File: src/rtl/toggle_event_decoder.sv
// toggle_event_decoder
// Converts a toggle-encoded event line (one event per level change on t_in)
// into a counted event queue with a valid/ready pop interface. Each delivered
// event is acknowledged back to the sender as one toggle on ack_q.
//
// Optional feature macro: TOGGLE_DEC_SYNC_EN
//   defined   : t_in passes a two-flop synchronizer, event latency 3 clocks
//   undefined : t_in sampled by one register (must be clk-synchronous), latency 2
//
// Ports
//   clk           in   sole clock, rising edge
//   rst_n         in   synchronous active-low reset
//   t_in          in   toggle-encoded event line
//   ev_ready      in   consumer takes one event this cycle
//   clr_ovf       in   clears the sticky overflow flag
//   ev_valid      out  at least one event pending
//   pending       out  number of undelivered events (CNT_W bits)
//   ack_q         out  toggle-encoded acknowledge, one toggle per pop
//   ack_q_inverse out  complement of ack_q
//   overflow      out  sticky, an event was dropped at full count
module toggle_event_decoder #(
    parameter int unsigned CNT_W = 4
) (
    input  logic             clk,
    input  logic             rst_n,
    input  logic             t_in,
    input  logic             ev_ready,
    input  logic             clr_ovf,
    output logic             ev_valid,
    output logic [CNT_W-1:0] pending,
    output logic             ack_q,
    output logic             ack_q_inverse,
    output logic             overflow
);

    localparam logic [CNT_W-1:0] CNT_MAX = {CNT_W{1'b1}};

    logic             s_q;
    logic             t_prev_q;
    logic [CNT_W-1:0] cnt_q,   cnt_d;
    logic             valid_q;
    logic             ack_d,   ack_r_q, ack_inv_q;
    logic             ovf_d,   ovf_q;
    logic             evt_c;
    logic             pop_c;

    // Input sampling stage; s_q is always the final sampling register
`ifdef TOGGLE_DEC_SYNC_EN
    logic s1_q;

    always_ff @(posedge clk) begin
        if (!rst_n) begin
            s1_q <= 1'b0;
            s_q  <= 1'b0;
        end else begin
            s1_q <= t_in;
            s_q  <= s1_q;
        end
    end
`else
    always_ff @(posedge clk) begin
        if (!rst_n) begin
            s_q <= 1'b0;
        end else begin
            s_q <= t_in;
        end
    end
`endif

    // Any level change between consecutive samples is one event
    assign evt_c = s_q ^ t_prev_q;
    // Pop only when something is held, so ready at zero never wraps or acks
    assign pop_c = (cnt_q != '0) && ev_ready;

    // Counter / acknowledge / overflow next-state
    always_comb begin
        cnt_d = cnt_q;
        ack_d = ack_r_q;
        ovf_d = ovf_q && !clr_ovf;

        if (pop_c) begin
            ack_d = ~ack_r_q;
        end

        if (evt_c && !pop_c) begin
            if (cnt_q == CNT_MAX) begin
                // Drop wins over clear so a lost event is never hidden
                ovf_d = 1'b1;
            end else begin
                cnt_d = cnt_q + CNT_W'(1);
            end
        end else if (pop_c && !evt_c) begin
            cnt_d = cnt_q - CNT_W'(1);
        end
    end

    always_ff @(posedge clk) begin
        if (!rst_n) begin
            t_prev_q  <= 1'b0;
            cnt_q     <= '0;
            valid_q   <= 1'b0;
            ack_r_q   <= 1'b0;
            ack_inv_q <= 1'b1;
            ovf_q     <= 1'b0;
        end else begin
            t_prev_q  <= s_q;
            cnt_q     <= cnt_d;
            valid_q   <= (cnt_d != '0);
            ack_r_q   <= ack_d;
            ack_inv_q <= ~ack_d;
            ovf_q     <= ovf_d;
        end
    end

    assign ev_valid      = valid_q;
    assign pending       = cnt_q;
    assign ack_q         = ack_r_q;
    assign ack_q_inverse = ack_inv_q;
    assign overflow      = ovf_q;

endmodule

File: config.mk
export PLATFORM = sky130hd
export DESIGN_NAME = toggle_event_decoder
export DESIGN_NICKNAME = d
export VERILOG_FILES = /design/src/rtl/toggle_event_decoder.sv
export SDC_FILE = /design/constraint.sdc
export NUM_CORES = 1
export LEC_CHECK = 0
export ABC_AREA = 1
export CORE_UTILIZATION = 35
export CTS_CLUSTER_DIAMETER = 60
export DETAILED_ROUTE_END_ITERATION = 6
export HOLD_SLACK_MARGIN = 0.02
export SLEW_MARGIN = 40
export SYNTH_ARGS = -nofsm -noshare
export SYNTH_HDL_FRONTEND = slang
export SYNTH_SLANG_ARGS = --single-unit
File: constraint.sdc
create_clock -name clk -period 1.3 [get_ports clk]
set_input_delay 0.26 -clock clk [delete_from_list [all_inputs] [get_ports clk]]
set_output_delay 0.26 -clock clk [all_outputs]
set_load 0.05 [all_outputs]
## Word-level counts from Yosys, hierarchy flattened

Index checks and enable logic that the tools add are counted.

- Add/sub/neg operators: 2
- $mul: 0
- Divide/modulo/power cells: 0
- Order comparisons: 0
- Equal/unequal tests: 1
- Shift operators: 0
- Mux-type cells: 6
- Bitwise logic cells: 3
- Reduce and logical (&&, ||, !) cells: 9

Operators with widths:

| kind | number |
|---|---|
| 2-to-1 mux 4 bit | 3 |
| nonzero test 4 bit | 2 |
| adder 4 x 1 -> 4 bit, second input constant | 1 |
| == test 4 bit, second input constant | 1 |
| logical AND 1 bit | 4 |
| subtractor 4 x 1 -> 4 bit, second input constant | 1 |
| logical NOT 1 bit | 3 |
| 2-to-1 mux 1 bit | 3 |
| NOT 1 bit | 2 |
| bitwise XOR 1 bit | 1 |

- Bits in registers: 10
- Latch bits: 0
- RAM bits: 0
- Bits in read-only memories: 0
- Bits of input ports: 5
- Output and inout port bits: 8
- Word-level logic and storage cells: 28
- Memories kept: 0

## Longest topological paths before layout

- Word-level depth: 6
- Mapped depth: 10
- Depth with buffers taken out: 10

## Worst setup path before layout

No wires, ideal clock.

- Path kind: register -> register
- From: register cnt_q[0], in the netlist pending[0]
- To: register valid_q, in the netlist ev_valid
- Setup time: 0.119 ns
- Data arrival time: 1.685 ns
- Data required time: 1.181 ns
- Slack: -0.504 ns
- Stages on the path, launching flop included: 11
- Buffers on the path: 0
- Clock period less this slack: 1.804 ns
- Cell sequence: dfxtp_1 > inv_1 > ha_1 > nand2_2 > nand2_4 > nor2_2 > nand2_1 > nand2_1 > nand3_1 > nor2_1 > a21oi_2

- Word-level cells in the longest chain between the ends: 6
- Elaborated cells on any way between the ends: 12
- Those cells by class: add/sub: 2; eq/ne: 1; mux: 3; reduce/logical: 6

Ends and longest elaborated chain:

| element | line | source |
|---|---|---|
| start: declaration | 40 | `logic [CNT_W-1:0] cnt_q, cnt_d;` |
| start signal: assignment | 107 | `cnt_q <= cnt_d;` |
| branches (longest 4 deep; another with subtractor 4 x 1 -> 4 bit) | - |  |
| 2-to-1 mux 4 bit * | 85 | `if (evt_c && !pop_c) begin` |
| nonzero test 4 bit * | 108 | `valid_q <= (cnt_d != '0);` |
| end signal: assignment | 108 |  |
| end: declaration | 41 | `logic valid_q;` |

Every way passes the cells marked *.
A chain may end at the register's enable or synchronous reset.

## Worst setup path after layout

Ends and elaborated chain as after synthesis.

==> impl_metrics.toml <==
[status]
status = "complete, but fails checks"
violations = "negative setup slack"

[clock_tree]
cts_made_buffers = 3
cts_tree = "built"
clkTransAtPathRegs_ns = 0.07
cts.htree.levels = 1
cts.sinks = 10
clock-root-buffer = "clkbuf_4"
clock_latency_ns = 0.26
clk_path_buf_depth = 2

[placement]
numPortBuffers = 12
hpwl_um = 1032
placed_cell_area_um2 = 904.6
pre_cts_ws_ns = -0.3235
gp_congestion = 0.6986

[routing]
drt_iter0_markers = 10
route.detailed.drc = 0
detail_route.wl_per_cell_um = 10.94
vias = 598
dr_wl_met2_um = 718
route.met3.wl_um = 42
ant_nets = 0
topRoutingLayerUsed = "met4"
vias_per_cell = 4.746
first_pass_iters = 4
met1_length_um = 599
finalWirelength_um = 1379

[synth]
synth_edf_count = 0
yosysTopAreaCell = "dfxtp_1"
synth_common_cells = "nand2_1 (25), nand3_1 (12), inv_1 (11), dfxtp_1 (10), a21oi_1 (4)"
synth_top_cell_area_share_pct = 34.04
ys_seq_elements = 10
synth_nets = 91
syn_area_per_cell_um2 = 7.001
yosysUniqueCellTypes = 22
ys_warn_count = 0
syn-cell-area_um2 = 588.1
yosysMostFrequentCell = "nand2_1"
ys_async_sr_fraction_pct = 0
yosysSeqAreaShare_pct = 34.04
syn_inst = 84
synth_ff_type = "dfxtp_1"
synth_area_leaders = "dfxtp_1 (34%), nand2_1 (16%), nand3_1 (10%), inv_1 (7.0%), ha_1 (4.3%)"

[sta]
maxClockFrequency_mhz = 729.6
rsz0062_at_grt = "yes"
fin_crit_sh_pct = 105.4
final.setup.worst_slack_ns = -0.07066
fin_crit_ns = 1.371
slew_viol_final = 0
holdWs_ns = 0.4704
setup_viol = 2
final-hold-violation-count = 0
relSlewSlack_pct = 84.25
worstMarginPinSlew_ns = 0.2362
finClkSkew_ns = 0.0008474

[final_layout]
multiInputGateArea_um2 = 402.9
final_cell_area_mm2 = 0.001001
area_growth_pct = 70.21
sequential_cell_area_um2 = 212.7
final_nets = 118
post-route-util_pct = 64.94
drive_above_1_share_pct = 45.45
antenna_cells = 0
fillers = 131

[floorplan]
core.rowCount = 14
core_mm2 = 0.001541
die_w_um = 42.99
start_util_pct = 38.15
die_area_mm2 = 0.001848
die_y_um = 42.99
pin_count = 13

[worst_setup_path]
crit_fanout = 7
endpoint_kind = "flop"
required_ns = 1.45
worst_ep_arrival_time_ns = 1.52
worstSetupStartpointType = "flop"
crit_type = "flop to flop"

[hold_path]
min_path_type = "flop to flop"

[pwr]
powerDensity_mw_per_mm2 = 2362
p_leak_nw = 0.4604
p_total_mw = 2.364
peakVddDrop_v = 0.001229

[global_route]
grt_max_degree = 10
grt_pass1_wl_um = 2194
globalRouteOverflowTotal = 0
antenna_found_initial = 0
track_usage_pct = 16.23
grt_pass1_vias = 536

[flow_run]
drv_cap = 0
==> power breakdown <==
part	switching (mW)	leakage, nW	internal, mW	total, mW
clock	0.106	0.0210	0.170	0.276
sequential	0.120	0.0849	0.412	0.532
combinational	0.832	0.354	0.724	1.56
==> stage by stage <==
stage          instances  setup TNS (ns)
2_1_floorplan         84         -0.1001
3_3_place_gp         121          -1.224
3_5_place_dp         121          -1.414
4_1_cts              126        -0.05700
5_1_grt              126         -0.3172
6_report             126         -0.1238
==> cells in the final DEF, fill, tap and decap left out <==
cell type and n:
nor3_2 1, nand3_4 1, nor2_2 1, nand2_8 1
a21oi_1 4, a31oi_1 1, inv_4 1, ha_2 1
dfxtp_1 6, or2_2 1, nand2_2 4, inv_2 2
dfxtp_4 3, nand4_1 2, clkbuf_4 3, buf_4 11
a21oi_2 1, dfxtp_2 1, clkdlybuf4s50_1 3, inv_1 9
nand3_1 9, clkbuf_8 1, nand2_1 22, buf_12 8
nand2_4 1, nor2_4 3, nor2_1 1, nand3_2 3
or2_1 1, dlygate4sd2_1 1, a21boi_2 1, o22ai_1 1
ha_4 1
==> layout make-up <==
class                   count  share of cell area [%]
well taps                  16                   2.000
inverters                  12                   4.750
flip-flops and latches     10                   21.25
multi-input cells          61                   40.25
clock buffers               4                   3.625
repair buffers             23                   28.12
==> critical path, cell delays in order, from the launching register on <==
cell and delay [ns]:
dfxtp_4 0.38, inv_4 0.04, ha_4 0.16, nand2_4 0.08, nand2_8 0.08, nor2_4 0.13
nand2_2 0.06, nand2_2 0.07, nand3_2 0.08, nor2_4 0.12, a21oi_2 0.05
==> layer usage <==
layer / track usage [%] / up-vias
met4: 6.667 / 0
li1: - / 323
met5: 0 / -
met2: 27.27 / 8
met1: 18.13 / 265
met3: 6.383 / 2
==> repair_timing <==
| item | 4_1_cts | 5_1_grt |
|---|---|---|
| endpoints found under the setup margin | 2 | 4 |
| resized for setup | 7 | 7 |
| hold buffers | 0 | 0 |
| setup buffers | 1 | 0 |
| pin swaps | 4 | 3 |
==> cell families (layout without fill, tap and decap cells) <==
group | count (synthesis) | in the layout | share of synthesized area (%)
AND/OR/NAND/NOR | 51 | 51 | 43.19
AO/OA/AOI/OAI | 8 | 8 | 8.938
buffers and inverters | 13 | 39 | 9.574
flip-flops | 10 | 10 | 34.04
adder cells (fa/ha/maj) | 2 | 2 | 4.255
==> flip-flops by register name, indices dropped and copies added (netlist names) <==
register and cells:
overflow 1, ack_q 1, ack_q_inverse 1, pending 4, s_q 1, t_prev_q 1, ev_valid 1
==> worst paths after layout <==
kind / start / to / slack (ns) / cells after the start
max: pending[0]$_SDFF_PN0_ / ev_valid$_SDFF_PN0_ / -0.07 / 10
min: s_q$_SDFF_PN0_ / t_prev_q$_SDFF_PN0_ / 0.47 / 2
max reg2reg: pending[0]$_SDFF_PN0_ / ev_valid$_SDFF_PN0_ / -0.07 / 10
min reg2reg: s_q$_SDFF_PN0_ / t_prev_q$_SDFF_PN0_ / 0.47 / 2
No activity file was read; power rests on OpenSTA's default activity.
